$ cat src/rtl/pc_sequencer_pkg.sv
// Shared types and constants for the next-PC sequencer.
// Optional return-address stack is enabled with the PCSEQ_RAS_EN macro.
package pcseq_pkg;

    typedef enum logic [0:0] {
        ST_RUN  = 1'b0,
        ST_HALT = 1'b1
    } state_e;

    localparam logic [7:0] PC_RESET  = 8'h00;
    localparam logic [7:0] STALL_MAX = 8'hFF;

    // Stall counter increment that holds at STALL_MAX instead of wrapping.
    function automatic logic [7:0] sat_inc8(input logic [7:0] v);
        return (v == STALL_MAX) ? v : v + 8'd1;
    endfunction

endpackage

$ cat src/rtl/pc_sequencer_if.sv
// Bus between control unit / program counter (master) and the sequencer (slave).
interface pc_sequencer_if #(
    parameter int PC_W  = 8,
    parameter int OFF_W = 4
);
    import pcseq_pkg::*;

    logic        [PC_W-1:0]  PCout;
    logic                    Branch;
    logic                    Zero;
    logic signed [OFF_W-1:0] BranchOffset;
    logic                    Jump;
    logic                    Call;
    logic                    Ret;
    logic        [PC_W-1:0]  JumpTarget;
    logic                    Halt;
    logic                    Resume;
    logic                    MemBusy;
    logic        [PC_W-1:0]  PCin;
    logic                    PCWrite;
    logic                    Halted;
    logic        [7:0]       StallCount;
    logic                    RasOvf;
    logic                    RasUnf;

    modport master (
        output PCout, Branch, Zero, BranchOffset, Jump, Call, Ret, JumpTarget,
               Halt, Resume, MemBusy,
        input  PCin, PCWrite, Halted, StallCount, RasOvf, RasUnf
    );

    modport slave (
        input  PCout, Branch, Zero, BranchOffset, Jump, Call, Ret, JumpTarget,
               Halt, Resume, MemBusy,
        output PCin, PCWrite, Halted, StallCount, RasOvf, RasUnf
    );

endinterface

$ cat src/rtl/pc_sequencer_ras.sv
// Circular return-address stack: a push onto a full stack overwrites the
// oldest entry; a pop from an empty stack leaves the pointer alone.
module pcseq_ras
    import pcseq_pkg::*;
#(
    parameter int PC_W  = 8,
    parameter int DEPTH = 4
) (
    input  logic            Clock,
    input  logic            Reset,
    input  logic            push_i,
    input  logic            pop_i,
    input  logic [PC_W-1:0] push_data_i,
    output logic [PC_W-1:0] top_o,
    output logic            empty_o,
    output logic            ovf_o,
    output logic            unf_o
);
    localparam int PTR_W = (DEPTH > 1) ? $clog2(DEPTH) : 1;

    logic [PC_W-1:0]  mem_q [DEPTH];
    logic [PTR_W-1:0] ptr_q, ptr_d;
    logic [PTR_W:0]   cnt_q, cnt_d;
    logic             ovf_q, ovf_d;
    logic             unf_q, unf_d;

    // Pointer, occupancy and sticky flags for the next edge.
    always_comb begin
        ptr_d = ptr_q;
        cnt_d = cnt_q;
        ovf_d = ovf_q;
        unf_d = unf_q;
        if (push_i) begin
            ptr_d = ptr_q + PTR_W'(1);
            if (cnt_q == (PTR_W+1)'(DEPTH)) ovf_d = 1'b1;
            else                            cnt_d = cnt_q + (PTR_W+1)'(1);
        end else if (pop_i) begin
            if (cnt_q == '0) begin
                unf_d = 1'b1;
            end else begin
                ptr_d = ptr_q - PTR_W'(1);
                cnt_d = cnt_q - (PTR_W+1)'(1);
            end
        end
    end

    // Control state; cleared by Reset.
    always_ff @(posedge Clock) begin
        if (Reset) begin
            ptr_q <= '0;
            cnt_q <= '0;
            ovf_q <= 1'b0;
            unf_q <= 1'b0;
        end else begin
            ptr_q <= ptr_d;
            cnt_q <= cnt_d;
            ovf_q <= ovf_d;
            unf_q <= unf_d;
        end
    end

    // Entry storage; only the pointer marks what is valid, so no reset.
    always_ff @(posedge Clock) begin
        if (push_i) mem_q[ptr_q] <= push_data_i;
    end

    assign top_o   = mem_q[ptr_q - PTR_W'(1)];
    assign empty_o = (cnt_q == '0);
    assign ovf_o   = ovf_q;
    assign unf_o   = unf_q;

endmodule

$ cat src/rtl/pc_sequencer.sv
// Next-PC selection with run/halt control and stall counting.
// Define PCSEQ_RAS_EN to add the return-address stack (Call/Ret);
// without it Call acts as Jump and Ret as a plain increment.
module pc_sequencer
    import pcseq_pkg::*;
#(
    parameter int PC_W      = 8,
    parameter int OFF_W     = 4,
    parameter int RAS_DEPTH = 4
) (
    input logic           Clock,
    input logic           Reset,
    pc_sequencer_if.slave bus
);
    if (RAS_DEPTH < 2 || (RAS_DEPTH & (RAS_DEPTH - 1)) != 0) begin : g_bad_depth
        $error("RAS_DEPTH must be a power of 2 and at least 2");
    end

    state_e             state_q, state_d;
    logic [7:0]         stall_q, stall_d;
    logic [PC_W-1:0]    pc_inc;
    logic [PC_W-1:0]    pc_br;
    logic signed [PC_W-1:0] off_ext;
    logic [PC_W-1:0]    pc_in;
    logic               pc_write;

    assign pc_inc  = bus.PCout + PC_W'(1);
    assign off_ext = {{(PC_W-OFF_W){bus.BranchOffset[OFF_W-1]}}, bus.BranchOffset};
    assign pc_br   = pc_inc + $unsigned(off_ext);

`ifdef PCSEQ_RAS_EN
    logic            ras_push, ras_pop, ras_empty;
    logic [PC_W-1:0] ras_top;

    pcseq_ras #(.PC_W(PC_W), .DEPTH(RAS_DEPTH)) u_ras (
        .Clock       (Clock),
        .Reset       (Reset),
        .push_i      (ras_push),
        .pop_i       (ras_pop),
        .push_data_i (pc_inc),
        .top_o       (ras_top),
        .empty_o     (ras_empty),
        .ovf_o       (bus.RasOvf),
        .unf_o       (bus.RasUnf)
    );
`else
    assign bus.RasOvf = 1'b0;
    assign bus.RasUnf = 1'b0;
`endif

    // Next state, next PC, write enable and stack requests for this cycle.
    always_comb begin
        state_d  = state_q;
        stall_d  = stall_q;
        pc_in    = pc_inc;
        pc_write = 1'b0;
`ifdef PCSEQ_RAS_EN
        ras_push = 1'b0;
        ras_pop  = 1'b0;
`endif
        if (!Reset) begin
            unique case (state_q)
                ST_RUN: begin
                    if (bus.MemBusy) stall_d = sat_inc8(stall_q);
                    if (bus.Halt) begin
                        state_d = ST_HALT;
                    end else begin
                        pc_write = !bus.MemBusy;
                        if (bus.Ret) begin
`ifdef PCSEQ_RAS_EN
                            pc_in   = ras_empty ? PC_W'(PC_RESET) : ras_top;
                            ras_pop = !bus.MemBusy;
`else
                            pc_in   = pc_inc;
`endif
                        end else if (bus.Call) begin
                            pc_in = bus.JumpTarget;
`ifdef PCSEQ_RAS_EN
                            ras_push = !bus.MemBusy;
`endif
                        end else if (bus.Jump) begin
                            pc_in = bus.JumpTarget;
                        end else if (bus.Branch && bus.Zero) begin
                            pc_in = pc_br;
                        end
                    end
                end
                ST_HALT: begin
                    if (bus.Resume) begin
                        pc_write = 1'b1;
                        state_d  = ST_RUN;
                    end
                end
                default: state_d = ST_RUN;
            endcase
        end
    end

    // Run/halt state and stall counter.
    always_ff @(posedge Clock) begin
        if (Reset) begin
            state_q <= ST_RUN;
            stall_q <= 8'd0;
        end else begin
            state_q <= state_d;
            stall_q <= stall_d;
        end
    end

    assign bus.PCin       = pc_in;
    assign bus.PCWrite    = pc_write;
    assign bus.Halted     = (state_q == ST_HALT);
    assign bus.StallCount = stall_q;

endmodule
$ cat src/flat_wrapper.sv
// flat-port wrapper written by rule: the top's interface ports become plain ports
module pc_sequencer_flat import pcseq_pkg::*;
#(
    parameter int PC_W      = 8,
    parameter int OFF_W     = 4,
    parameter int RAS_DEPTH = 4
)
  (Clock, Reset, bus_PCout, bus_Branch, bus_Zero, bus_BranchOffset, bus_Jump, bus_Call, bus_Ret, bus_JumpTarget, bus_Halt, bus_Resume, bus_MemBusy, bus_PCin, bus_PCWrite, bus_Halted, bus_StallCount, bus_RasOvf, bus_RasUnf);
  pc_sequencer_if #(.PC_W(PC_W), .OFF_W(OFF_W)) bus_i ();
  input logic Clock;
  input logic Reset;
  input wire logic [$bits(bus_i.PCout)-1:0] bus_PCout;
  input wire logic [$bits(bus_i.Branch)-1:0] bus_Branch;
  input wire logic [$bits(bus_i.Zero)-1:0] bus_Zero;
  input wire logic [$bits(bus_i.BranchOffset)-1:0] bus_BranchOffset;
  input wire logic [$bits(bus_i.Jump)-1:0] bus_Jump;
  input wire logic [$bits(bus_i.Call)-1:0] bus_Call;
  input wire logic [$bits(bus_i.Ret)-1:0] bus_Ret;
  input wire logic [$bits(bus_i.JumpTarget)-1:0] bus_JumpTarget;
  input wire logic [$bits(bus_i.Halt)-1:0] bus_Halt;
  input wire logic [$bits(bus_i.Resume)-1:0] bus_Resume;
  input wire logic [$bits(bus_i.MemBusy)-1:0] bus_MemBusy;
  output wire logic [$bits(bus_i.PCin)-1:0] bus_PCin;
  output wire logic [$bits(bus_i.PCWrite)-1:0] bus_PCWrite;
  output wire logic [$bits(bus_i.Halted)-1:0] bus_Halted;
  output wire logic [$bits(bus_i.StallCount)-1:0] bus_StallCount;
  output wire logic [$bits(bus_i.RasOvf)-1:0] bus_RasOvf;
  output wire logic [$bits(bus_i.RasUnf)-1:0] bus_RasUnf;
  assign bus_i.PCout = bus_PCout;
  assign bus_i.Branch = bus_Branch;
  assign bus_i.Zero = bus_Zero;
  assign bus_i.BranchOffset = bus_BranchOffset;
  assign bus_i.Jump = bus_Jump;
  assign bus_i.Call = bus_Call;
  assign bus_i.Ret = bus_Ret;
  assign bus_i.JumpTarget = bus_JumpTarget;
  assign bus_i.Halt = bus_Halt;
  assign bus_i.Resume = bus_Resume;
  assign bus_i.MemBusy = bus_MemBusy;
  assign bus_PCin = bus_i.PCin;
  assign bus_PCWrite = bus_i.PCWrite;
  assign bus_Halted = bus_i.Halted;
  assign bus_StallCount = bus_i.StallCount;
  assign bus_RasOvf = bus_i.RasOvf;
  assign bus_RasUnf = bus_i.RasUnf;
  pc_sequencer #(.PC_W(PC_W), .OFF_W(OFF_W), .RAS_DEPTH(RAS_DEPTH)) u_core (.Clock(Clock), .Reset(Reset), .bus(bus_i));
endmodule
$ cat config.mk
export PLATFORM = sky130hd
export DESIGN_NAME = pc_sequencer_flat
export DESIGN_NICKNAME = d
export VERILOG_FILES = /design/src/rtl/pc_sequencer_pkg.sv /design/src/rtl/pc_sequencer_if.sv /design/src/rtl/pc_sequencer_ras.sv /design/src/rtl/pc_sequencer.sv /design/src/flat_wrapper.sv
export SDC_FILE = /design/constraint.sdc
export NUM_CORES = 1
export LEC_CHECK = 0
export ABC_AREA = 1
export CORE_MARGIN = 5
export CORE_UTILIZATION = 30
export CTS_CLUSTER_DIAMETER = 60
export DETAILED_ROUTE_END_ITERATION = 7
export DONT_BUFFER_PORTS = 1
export PLACE_DENSITY = 0.47
export SETUP_SLACK_MARGIN = 0.2
export SYNTH_ARGS = -nofsm -noshare
export SYNTH_HDL_FRONTEND = slang
export SYNTH_SLANG_ARGS = --single-unit
$ cat constraint.sdc
create_clock -name Clock -period 4.35 [get_ports Clock]
set_clock_uncertainty 0.15 [all_clocks]
set_input_delay 0.435 -clock Clock [delete_from_list [all_inputs] [get_ports Clock]]
set_output_delay 0.435 -clock Clock [all_outputs]
set_load 0.05 [all_outputs]
==> flow_summary_export.csv, run 1 <==
group,metric,value,unit
outcome,status,"finished clean",
synthesis,ys_seq_area_frac,0.151,
power_and_ir_drop,clockPowerShare,0.293,
clock_network,insertion_delay,0.23,ns
floorplanning,die_area,0.00535,mm2
setup_path,critPathArrivalTime,2.42,ns
sta,fin_ws,1.34,ns
placement,dp_hpwl,2840,um
grt,overflow,0,
floorplanning,die_y,73.1,um
clock_network,cts_hold_buf,0,
sta,finalSetupTns,0,ns
routing,drtIter0Drc,44,
sta,rsz0062_at_grt,"no",
synthesis,syn_area,0.00119,mm2
clock_network,cts.sinks,9,
floorplanning,die_w,73.1,um
placement,gp_congestion,0.792,
routing,drt-pass1-iter-count,4,
setup_path,critical_path_class,"in -> out",
setup_path,path_max_fanout,4,
setup_path,cp-start-kind,"primary input",
grt,grt_max_degree,11,
power_and_ir_drop,total_power,0.331,mW
placement,post-place-ws,1.34,ns
clock_network,cts_resized,0,
floorplanning,row_count,23,
synthesis,synth_most_common_cell,"nand2_1",
cells_and_area,utilization,0.334,
job,max_cap_viol_count,0,
cells_and_area,nNetsFinal,248,
routing,ant_nets,0,
routing,drt-total-wl,3360,um
sta,fmax,0.332,GHz
routing,viasPerCell,4.80,
synthesis,yosysWarnings,0,
clock_network,htreeDepth,1,
grt,grt_pass1_vias,1150,
cells_and_area,antenna_cells,0,
synthesis,synth_top_flop_cell,"dfxtp_1",
clock_network,post_cts_buffers,0,
synthesis,synth.area.top_cells,"nand2_1 (19%), dfxtp_1 (15%), ha_1 (10%), inv_1 (9.4%), a21oi_1 (6.3%)",
synthesis,syn_inst,199,
power_and_ir_drop,leakage,0.645,nW
grt,antenna_found_initial,0,
min_path,hold_class,"in -> reg",
sta,post-route-period-util,0.692,
synthesis,ys_seq_elements,9,
sta,period_minus_slack,3.01,ns
clock_network,cts_buffers,3,
clock_network,root_buffer,"clkbuf_8",
clock_network,clkTransAtPathRegs,0.05,ns
grt,track_usage,0.129,
clock_network,cts.path.max_buffers,2,
synthesis,ys_types,27,
grt,grt_pass1_wl,5490,um
cells_and_area,drive_above_1_share,0.0825,
synthesis,yosys.area.top_type_share,0.185,
synthesis,async_reset_ff_frac,0,
sta,hold_violations,0,
routing,drt-wirelength-per-cell,13.1,um
setup_path,cp-end-kind,"output pin",
power_and_ir_drop,sw_frac_of_total,0.417,
power_and_ir_drop,pwr-share-comb,0.412,
power_and_ir_drop,ir_worst_vdd,0.168,mV
cells_and_area,area_growth,10.3,%
power_and_ir_drop,p_int,0.193,mW
floorplanning,initial_core_util,0.303,
synthesis,synth_area_per_cell,6.00,um2
sta,relSlewSlack,0.361,
synthesis,synth_top_area_cell,"nand2_1",
setup_path,crit_required,3.76,ns
power_and_ir_drop,powerDensity,251,mW/mm2
sta,slew_violations,0,
sta,setup_viol,0,
clock_network,cts_tree,"built",
floorplanning,num_io_pins,50,
sta,worst_pin_slew,0.952,ns
routing,routed-via-count,1230,
synthesis,synth_common_cells,"nand2_1 (59), inv_1 (30), nor2_1 (16)",
routing,remaining_drc_errors,0,
power_and_ir_drop,p_seq_frac,0.296,
placement,io_buffers,0,
floorplanning,core-area,0.00394,mm2
power_and_ir_drop,p_switching,0.138,mW
synthesis,synth_edf_count,0,
flip-flops by register name, summed over array words and instances, names as in the netlist:
name / cells
u_core.bus.Halted: 1
u_core.bus.StallCount: 8
worst max-delay path: stages:
cell	delay, ns
ha_1	0.18
nand2_1	0.07
nor2_1	0.14
nand2_1	0.08
xor2_1	0.18
inv_1	0.09
ha_1	0.33
nand2_1	0.10
inv_1	0.04
nand2_1	0.05
nand2_1	0.06
a21oi_1	0.13
nand3_1	0.09
nand2_1	0.06
nand2_1	0.04
a21oi_1	0.12
buf_4	0.21
stage by stage:
step | cell area, um2 | hold slack (ns) | std cells
3_5_place_dp | 1270 | 0.357 | 252
6_report | 1320 | 0.118 | 256
3_3_place_gp | 1270 | 0.356 | 252
2_1_floorplan | 1200 | 0.464 | 200
4_1_cts | 1320 | 0.112 | 256
5_1_grt | 1320 | 0.105 | 256
worst paths after layout:
check | from | end | slack (ns) | cells past startpoint
max | bus_PCout[0] | bus_PCin[7] | 1.34 | 17
min | Reset | u_core.bus.Halted | 0.12 | 1
max reg2reg | u_core.bus.StallCount[3] | u_core.bus.StallCount[2] | 2.29 | 7
min reg2reg | u_core.bus.StallCount[5] | u_core.bus.StallCount[5] | 0.59 | 2
power by group through the flow:
stage	sequential [mW]	combinational (mW)	clock [mW]
global route	0.0985	0.153	0.105
detailed placement	0.0994	0.136	0
global placement	0.0994	0.137	0
floorplan	0.0984	0.115	0
finish	0.0977	0.136	0.0968
CTS	0.0978	0.137	0.100
final cells by class:
cell class / count / area (um2)
Fill cell: 454 / 2630
Multi-Input combinational cell: 157 / 873
Clock buffer: 4 / 45.0
Inverter: 31 / 119
Tap cell: 50 / 62.6
Timing Repair Buffer: 5 / 37.5
Sequential cell: 9 / 180
logic make-up after synthesis:
kind of cell,after synthesis,share of synthesized area
buf+inv,34,0.121
xor+xnor,10,0.0733
fa+ha+maj,11,0.121
other cells,1,0.00314
simple gates,103,0.370
flops,9,0.151
compound gates,31,0.160
cell usage in the layout (no fill, tap or decap), drive strengths merged, types with 2 or more instances in the layout:
cell type / count
inv: 31
xnor2: 2
conb: 2
a22o: 3
o21ai: 7
ha: 10
o22ai: 3
nand2: 59
nand3: 16
nor2: 20
xor2: 8
a21oi: 16
nand4: 2
buf: 5
dfxtp: 9
clkbuf: 4
nor3: 5
metal layers:
layer,up-vias,GRT usage,part of all wire
li1,654,-,-
met4,0,0.0123,0
met2,45,0.175,0.39
met3,0,0.0427,0.098
met1,531,0.200,0.51
met5,-,0,0
Power figures use the tool's default switching activity.
==> inputs of run 2 (changes only) <==
--- a/config.mk
+++ b/config.mk
@@ -11,7 +11,7 @@
 export CTS_CLUSTER_DIAMETER = 60
 export DETAILED_ROUTE_END_ITERATION = 7
 export DONT_BUFFER_PORTS = 1
-export PLACE_DENSITY = 0.47
+export PLACE_DENSITY = 0.48
 export SETUP_SLACK_MARGIN = 0.2
 export SYNTH_ARGS = -nofsm -noshare
 export SYNTH_HDL_FRONTEND = slang
==> constraint.sdc (replaced) <==
create_clock -name Clock -period 2.4 [get_ports Clock]
set_clock_uncertainty 0.15 [all_clocks]
set_input_delay 0.24 -clock Clock [delete_from_list [all_inputs] [get_ports Clock]]
set_output_delay 0.24 -clock Clock [all_outputs]
set_load 0.05 [all_outputs]
==> run 2 against run 1 <==
Compared with the run above:
- the flow now finishes with violations (setup timing)
- sequential cell count stayed put
- global-route usage up 0.50 points
- cell area rose by 36%
- hold slack got worse by 0.062 ns
- core utilization rose by 12 points
==> flow_summary_export.csv, run 2 (synthesis gave the netlist of run 1 again) <==
group,metric,value,unit
clock_network,cts.sinks,9,
sta,fin_ws,-0.0419,ns
routing,drt-pass1-iter-count,4,
setup_path,critical_path_class,"in -> out",
cells_and_area,area_growth,50.2,%
power_and_ir_drop,p_int,0.430,mW
setup_path,cp-end-kind,"output pin",
cells_and_area,layout_common_cells,"nand2_1 (47), inv_1 (28), buf_4 (26)",
sta,period_minus_slack,2.44,ns
cells_and_area,drive_above_1_share,0.338,
clock_network,insertion_delay,0.24,ns
routing,ant_nets,0,
setup_path,cp-start-kind,"primary input",
sta,setup_viol,1,
placement,dp_hpwl,2950,um
outcome,violations,"setup timing",
cells_and_area,final_common_cell,"nand2_1",
setup_path,critPathArrivalTime,2.05,ns
placement,gp_congestion,0.786,
sta,rsz0062_at_grt,"yes",
power_and_ir_drop,pwr-share-comb,0.534,
power_and_ir_drop,clockPowerShare,0.250,
grt,grt_pass1_vias,1230,
sta,fmax,0.410,GHz
power_and_ir_drop,p_switching,0.299,mW
routing,remaining_drc_errors,0,
clock_network,cts_tree,"built",
grt,grt_max_degree,11,
sta,post-route-period-util,1.02,
sta,slew_violations,0,
cells_and_area,antenna_cells,0,
power_and_ir_drop,leakage,0.825,nW
grt,antenna_found_initial,0,
setup_path,crit_required,2.01,ns
routing,drt-wirelength-per-cell,12.8,um
placement,io_buffers,0,
cells_and_area,largest_reg_flops,8,
min_path,hold_class,"in -> reg",
floorplanning,num_io_pins,50,
power_and_ir_drop,powerDensity,406,mW/mm2
power_and_ir_drop,sw_frac_of_total,0.410,
grt,track_usage,0.134,
grt,overflow,0,
floorplanning,core-area,0.00394,mm2
floorplanning,die_w,73.1,um
routing,drtIter0Drc,47,
routing,viasPerCell,4.72,
clock_network,cts_buffers,3,
clock_network,clkTransAtPathRegs,0.05,ns
power_and_ir_drop,ir_worst_vdd,0.233,mV
routing,drt-total-wl,3650,um
grt,grt_pass1_wl,5730,um
cells_and_area,nNetsFinal,276,
floorplanning,initial_core_util,0.303,
sta,hold_violations,0,
power_and_ir_drop,p_seq_frac,0.215,
outcome,status,"complete, but fails checks",
sta,hold_slack,0.0553,ns
floorplanning,die_area,0.00535,mm2
placement,post-place-ws,-0.0481,ns
floorplanning,row_count,23,
routing,routed-via-count,1341,
clock_network,root_buffer,"clkbuf_8",
setup_path,path_max_fanout,3,
clock_network,cts.path.max_buffers,2,
job,max_cap_viol_count,0,
clock_network,htreeDepth,1,
floorplanning,die_y,73.1,um
cells_and_area,nFillCells,398,
## run 2: area by class of cell
cell class	instances	area, um2	share of cell area
tap	50	62.6	0.0349
inverter	31	119	0.0662
clock buffer	4	45.0	0.0251
sequential	9	180	0.100
multi-input combinational	157	1080	0.602
timing repair buffer	33	308	0.172
## run 2: metrics by stage
| stage | TNS, ns | cell area [um2] | cells | util | power (mW) |
|---|---|---|---|---|---|
| finish | -0.0419 | 1790 | 284 | 0.455 | 0.729 |
| global route | -0.288 | 1790 | 284 | 0.455 | 0.776 |
| CTS | 0 | 1670 | 280 | 0.423 | 0.690 |
| detailed placement | -0.0481 | 1570 | 273 | 0.398 | 0.495 |
| global placement | -0.0154 | 1570 | 273 | 0.398 | 0.495 |
| floorplan | 0 | 1290 | 200 | - | 0.407 |
## run 2: repair_timing
action | CTS | global route
setup buffers | 2 | 4
endpoints found under the hold margin | 5 | 0
hold buffers | 1 | 0
resized for setup | 8 | 20
pin swaps | 9 | 18
endpoints found under the setup margin | 4 | 5
## run 2: worst paths after layout
check	from	endpoint	slack (ns)	cells past startpoint
setup / recovery	bus_PCout[0]	bus_PCin[7]	-0.04	18
hold / removal	bus_Resume	u_core.bus.Halted	0.06	3
setup reg to reg	u_core.bus.StallCount[0]	u_core.bus.StallCount[2]	0.86	6
hold reg to reg	u_core.bus.StallCount[4]	u_core.bus.StallCount[4]	0.40	2
## run 2: power by group through the flow
stage | combinational [mW] | sequential, mW | clock, mW
floorplan | 0.229 | 0.178 | 0
global placement | 0.335 | 0.160 | 0
detailed placement | 0.335 | 0.160 | 0
CTS | 0.349 | 0.157 | 0.184
global route | 0.420 | 0.157 | 0.198
finish | 0.389 | 0.157 | 0.182
## run 2: worst max-delay path, cell delays in order
cell     delay (ns)
ha_4           0.12
nand2_2        0.04
nor2_2         0.11
nand2_1        0.07
xor2_1         0.20
inv_1          0.11
ha_4           0.30
nand2_4        0.06
inv_2          0.05
nand2_2        0.04
nand2_2        0.06
inv_1          0.04
nand2_1        0.06
nand3_2        0.07
nand2_2        0.08
nand2_2        0.06
a21oi_4        0.17
buf_12         0.15
## run 2: metal layers
metal,part of all wire,vias up,global-route usage,routed length (um)
met4,0,0,0.0123,0
met5,0,-,0,0
met2,0.44,48,0.196,1600
met3,0.10,0,0.0551,376
li1,-,704,-,-
met1,0.46,589,0.190,1680
